`src/rtl/neuron_sequencer.sv`:
```
// Per-tick sequencer: snapshots axon spikes, then for each neuron fetches its
// connection row, loads the potential, scans every axon and strobes write-back.
module neuron_sequencer #(
    parameter int unsigned NUM_AXONS   = 256,
    parameter int unsigned NUM_NEURONS = 256,
    parameter int unsigned NUM_WEIGHTS = 4
) (
    input  logic                                        clk,
    input  logic                                        rst_n,
    input  logic                                        tick,
    input  logic [NUM_AXONS-1:0]                        axon_spikes,
    input  logic [NUM_AXONS*((NUM_WEIGHTS > 1) ? $clog2(NUM_WEIGHTS) : 1)-1:0] axon_types,
    output logic [((NUM_NEURONS > 1) ? $clog2(NUM_NEURONS) : 1)-1:0] csram_addr,
    input  logic [NUM_AXONS-1:0]                        csram_connections,
    output logic                                        next_neuron,
    output logic                                        integrator_reg_en,
    output logic                                        write_current_potential,
    output logic [((NUM_WEIGHTS > 1) ? $clog2(NUM_WEIGHTS) : 1)-1:0] neuron_instruction,
    output logic [((NUM_NEURONS > 1) ? $clog2(NUM_NEURONS) : 1)-1:0] neuron_addr,
    output logic                                        potential_we,
    output logic                                        busy,
    output logic                                        done,
    output logic                                        tick_overrun
);

    localparam int unsigned AW = (NUM_AXONS > 1) ? $clog2(NUM_AXONS) : 1;
    localparam int unsigned NW = (NUM_NEURONS > 1) ? $clog2(NUM_NEURONS) : 1;
    localparam int unsigned TW = (NUM_WEIGHTS > 1) ? $clog2(NUM_WEIGHTS) : 1;

    typedef enum logic [2:0] {
        IDLE      = 3'd0,
        FETCH     = 3'd1,
        LOAD      = 3'd2,
        INTEGRATE = 3'd3,
        WRITE     = 3'd4,
        DONE      = 3'd5
    } state_t;

    state_t                 state;
    logic [NW-1:0]          neuron_cnt;
    logic [AW-1:0]          axon_cnt;
    logic [NUM_AXONS-1:0]   spike_snap;
    logic [NUM_AXONS-1:0]   conn_row;

    logic [AW-1:0]          axon_nxt;
    logic [NW-1:0]          neuron_nxt;
    logic                   last_axon;
    logic                   last_neuron;

    assign axon_nxt    = axon_cnt + AW'(1);
    assign neuron_nxt  = neuron_cnt + NW'(1);
    assign last_axon   = (axon_cnt == AW'(NUM_AXONS - 1));
    assign last_neuron = (neuron_cnt == NW'(NUM_NEURONS - 1));

    // Any tick outside IDLE (DONE included) is dropped and flagged the same cycle.
    assign tick_overrun = tick && (state != IDLE);

    // Sequencer; outputs are registered with the values belonging to the state being entered.
    always_ff @(posedge clk or negedge rst_n) begin
        if (!rst_n) begin
            state                   <= IDLE;
            neuron_cnt              <= '0;
            axon_cnt                <= '0;
            spike_snap              <= '0;
            conn_row                <= '0;
            csram_addr              <= '0;
            neuron_addr             <= '0;
            next_neuron             <= 1'b0;
            integrator_reg_en       <= 1'b0;
            write_current_potential <= 1'b0;
            neuron_instruction      <= '0;
            potential_we            <= 1'b0;
            busy                    <= 1'b0;
            done                    <= 1'b0;
        end else begin
            next_neuron             <= 1'b0;
            integrator_reg_en       <= 1'b0;
            write_current_potential <= 1'b0;
            neuron_instruction      <= '0;
            potential_we            <= 1'b0;
            done                    <= 1'b0;

            case (state)
                IDLE: begin
                    if (tick) begin
                        spike_snap  <= axon_spikes;
                        neuron_cnt  <= '0;
                        csram_addr  <= '0;
                        neuron_addr <= '0;
                        busy        <= 1'b1;
                        state       <= FETCH;
                    end
                end

                FETCH: begin
                    next_neuron             <= 1'b1;
                    integrator_reg_en       <= 1'b1;
                    write_current_potential <= 1'b1;
                    state                   <= LOAD;
                end

                LOAD: begin
                    // Row is only now arriving, so axon 0 uses the live SRAM data.
                    conn_row           <= csram_connections;
                    axon_cnt           <= '0;
                    integrator_reg_en  <= spike_snap[0] & csram_connections[0];
                    neuron_instruction <= axon_types[0 +: TW];
                    state              <= INTEGRATE;
                end

                INTEGRATE: begin
                    if (last_axon) begin
                        potential_we <= 1'b1;
                        state        <= WRITE;
                    end else begin
                        axon_cnt           <= axon_nxt;
                        integrator_reg_en  <= spike_snap[axon_nxt] & conn_row[axon_nxt];
                        neuron_instruction <= axon_types[int'(axon_nxt)*TW +: TW];
                    end
                end

                WRITE: begin
                    if (last_neuron) begin
                        csram_addr  <= '0;
                        neuron_addr <= '0;
                        done        <= 1'b1;
                        state       <= DONE;
                    end else begin
                        neuron_cnt  <= neuron_nxt;
                        csram_addr  <= neuron_nxt;
                        neuron_addr <= neuron_nxt;
                        state       <= FETCH;
                    end
                end

                DONE: begin
                    busy  <= 1'b0;
                    state <= IDLE;
                end

                default: begin
                    busy  <= 1'b0;
                    state <= IDLE;
                end
            endcase
        end
    end

endmodule

```
`config.mk`:
```
export PLATFORM = sky130hd
export DESIGN_NAME = neuron_sequencer
export DESIGN_NICKNAME = d
export VERILOG_FILES = /design/src/rtl/neuron_sequencer.sv
export SDC_FILE = /design/constraint.sdc
export NUM_CORES = 1
export LEC_CHECK = 0
export CELL_PAD_IN_SITES_DETAIL_PLACEMENT = 1
export CELL_PAD_IN_SITES_GLOBAL_PLACEMENT = 2
export CORE_AREA = 2 2 406 408
export DETAILED_ROUTE_END_ITERATION = 6
export DIE_AREA = 0 0 408 410
export PLACE_DENSITY = 0.59
export SYNTH_ARGS = -nofsm -noshare
export SYNTH_HDL_FRONTEND = slang
export SYNTH_SLANG_ARGS = --single-unit
export TNS_END_PERCENT = 5
```
`constraint.sdc`:
```
create_clock -name clk -period 8.6 [get_ports clk]
set_clock_uncertainty 0.05 [all_clocks]
set_input_delay 1.29 -clock clk [delete_from_list [all_inputs] [get_ports clk]]
set_output_delay 1.29 -clock clk [all_outputs]
set_load 0.005 [all_outputs]
```
==> run_results.csv <==
group,metric,value,unit
sta,maxSlewHeadroom,0.171,
floorplan,die_w,408,µm
drt,drc,0,
drt,drt_wl_total,153,mm
drt,wire_per_inst,28.4,µm
finish,finish.utilization,0.266,
place,port_buffers,1051,
global_routing,antenna_found_initial,74,
clock_tree,clk_pin_slew,60,ps
sta,hold_viol,0,
critical_path,path_cells,"buf_4 -> ha_4 -> buf_12 -> nor2_1 -> a311oi_1 -> nor3_1 -> a2111oi_0 -> o211ai_1 -> a311oi_1 -> o21ai_0",
finish,finalNonFillerCells,5374,
flow_run,cap_viol_max_count,0,
sta,finalCritPeriodShare,0.549,
pwr,switching_power,5.54,mW
pwr,swShare,0.377,
clock_tree,clkSinkCount,546,
clock_tree,clockBufferDepth,3,
finish,ff_latch_area,13700,µm²
yosys,syn-mean-instance-area,13.2,µm²
yosys,ys_types,58,
clock_tree,cts_max_level,3,
yosys,ys.flop_type,"dfrtp_1",
floorplan,start_util,0.170,
global_routing,grt_overflow_total,0,
sta,tightest_slew,1210,ps
critical_path,crit_slowest_cell,"a311oi_1",
critical_path,cpMostUsedCell,"a311oi_1",
pwr,max-vdd-ir-drop,0.401,mV
place,dp.cells,5211,
critical_path,path_max_fanout,109,
pwr,internal_power,9.15,mW
finish,final_common_cell,"clkdlybuf4s50_1",
finish,fill_cells,18100,
drt,firstDrtPassIters,7,
place,dp_hpwl,119,mm
floorplan,rows,149,
drt,num_vias,22800,
yosys,async_reset_ff_frac,1.00,
sta,rsz0062_at_grt,"no",
floorplan,chipHeight,410,µm
status,run_status,"completed",
yosys,synth_area,27800,µm²
finish,area_growth,56.4,%
sta,tns,0,ps
critical_path,crit_path_max_incr_delay,800,ps
yosys,seq_area_frac_synth,0.491,
sta,maxSlewViolCount,0,
clock_tree,cts.repair.resized,0,
critical_path,worstSetupStartpointType,"flip-flop",
critical_path,required,9060,ps
yosys,yosys_warnings,0,
floorplan,core_area,163000,µm²
clock_tree,cts-root-buf,"clkbuf_16",
yosys,syn_nets,3131,
floorplan,ios,1052,
critical_path,worstSetupPathType,"reg2reg",
pwr,finalPower,14.7,mW
sta,setup_viol,0,
clock_tree,hold_buffers,0,
drt,drt_iter0_drc,1365,
pwr,seq_power_share,0.320,
yosys,netlist_instances,2102,
place,gp_congestion,0.825,
sta,min_period,4720,ps
drt,ant_nets,0,
pwr,comb_power_share,0.453,
pwr,pwr-share-clk,0.228,
pwr,power_density,338,nW/µm²
clock_tree,clock_latency,690,ps
floorplan,die_area,167000,µm²
clock_tree,numCtsBuffers,75,
global_routing,first_global_vias,24700,
drt,viasPerCell,4.24,
global_routing,grt_max_degree,161,
pwr,p_leak,16.3,nW
yosys,synth_edf_count,0,
sta,fin_hold_ws,449,ps
clock_tree,post_cts_buffers,0,
global_routing,grt_pass1_wl,207,mm
yosys,synth-seq-cells,546,
critical_path,worstPathArrival,5180,ps
finish,multiInputGateArea,13500,µm²
worst_hold_path,min_path_type,"reg2reg",
finish,mostFrequentLayoutCells,"clkdlybuf4s50_1 (1050), dfrtp_1 (544), mux2_2 (514)",
global_routing,grt_use_total,0.179,
critical_path,endpoint_kind,"flip-flop",
clock_tree,cts_tree,"built",
finish,drive_gt1_frac,0.271,
finish,final_nets,4128,
sta,fmax,212,MHz
-- routing by layer --
| layer | part of all wire | GRT usage | routed length, µm | vias up |
|---|---|---|---|---|
| met1 | 0.40 | 0.214 | 61600 | 11800 |
| met4 | 0.023 | 0.0646 | 3560 | 42 |
| met2 | 0.51 | 0.307 | 77700 | 755 |
| li1 | - | - | - | 9987 |
| met5 | 0.0017 | 0 | 255 | - |
| met3 | 0.064 | 0.0479 | 9770 | 178 |
-- final cells by class --
class                   instances  area share
diodes                         29     0.00167
clock buffers                 104      0.0500
clock inverters                30      0.0101
inverters                       3    0.000259
multi-input cells            1385       0.310
flip-flops and latches        546       0.314
well taps                    2189      0.0629
repair buffers               1088       0.251
-- critical path: cells and delay by family, from the launching register on --
kind,cells,cell delay (ps)
adder cells (fa/ha/maj),1,280
buffers and inverters,2,910
flip-flops,1,720
AND/OR/NAND/NOR,2,380
AO/OA/AOI/OAI,5,1980
-- power by group through the flow --
stage	combinational (mW)	sequential, mW	clock [mW]
after global placement	6.79	4.73	0
after detailed placement	6.86	4.75	0
after CTS	6.88	4.72	3.49
final	6.65	4.70	3.35
after floorplan	4.39	4.33	0
after global routing	7.20	4.88	3.58
-- cells by family after synthesis --
family / count (synthesis) / share of synthesized area
XOR/XNOR: 18 / 0.00621
AO/OA/AOI/OAI: 247 / 0.0590
multiplexers: 693 / 0.344
buffers and inverters: 171 / 0.0287
flip-flops: 546 / 0.491
AND/OR/NAND/NOR: 425 / 0.0701
adder cells (fa/ha/maj): 2 / 0.000899
-- final timing paths --
path                                       startpoint                           to  slack (ps)  cells past startpoint
hold / removal             spike_snap[57]$_DFFE_PN0P_   spike_snap[57]$_DFFE_PN0P_         450                      1
setup / recovery              axon_cnt[0]$_DFFE_PN0P_  integrator_reg_en$_DFF_PN0_        3880                     10
setup reg to reg              axon_cnt[0]$_DFFE_PN0P_  integrator_reg_en$_DFF_PN0_        3880                     10
min in group asynchronous                       rst_n  spike_snap[213]$_DFFE_PN0P_         470                      1
max in group asynchronous                       rst_n   spike_snap[90]$_DFFE_PN0P_        6080                      3
hold reg to reg            spike_snap[57]$_DFFE_PN0P_   spike_snap[57]$_DFFE_PN0P_         450                      1
-- registers in the layout, summed over array words and instances, names as in the netlist --
register	count
conn_row	256
spike_snap	256
axon_cnt	8
neuron_addr	8
neuron_cnt	8
state	3
neuron_instruction	2
busy	1
done	1
integrator_reg_en	1
potential_we	1
write_current_potential	1
-- cells in the mapped netlist (all sizes together), types with 4 or more instances --
master | instances | area share
buf | 90 | 0.018
mux2i | 20 | 0.0072
o22ai | 6 | 0.0013
o21ai | 88 | 0.016
o211ai | 55 | 0.015
a21oi | 17 | 0.0031
clkbuf | 78 | 0.011
dfrtp | 546 | 0.49
a311oi | 15 | 0.0047
a211oi | 5 | 0.0013
o31ai | 4 | 0.0011
nor3 | 17 | 0.0031
nor4 | 7 | 0.0016
xor2 | 6 | 0.0022
a221oi | 4 | 0.0013
and3 | 6 | 0.0013
and3b | 4 | 0.0013
nor2b | 13 | 0.0029
xnor2 | 12 | 0.0040
mux2 | 514 | 0.21
nand2 | 180 | 0.024
a2111oi | 5 | 0.0018
nand3 | 136 | 0.024
a31oi | 17 | 0.0038
mux4 | 159 | 0.13
nand3b | 4 | 0.0011
nand2b | 4 | 0.00090
nor2 | 37 | 0.0050
o2111ai | 8 | 0.0025
nand4 | 5 | 0.0011
-- through the flow --
stage          worst slack [ps]  area [µm²]
6_report                   3880       43500
5_1_grt                    3530       43500
4_1_cts                    3500       43500
3_5_place_dp               3510       40800
3_3_place_gp               3530       40800
2_1_floorplan              5590       27800
No activity file was read; power rests on OpenSTA's default activity.
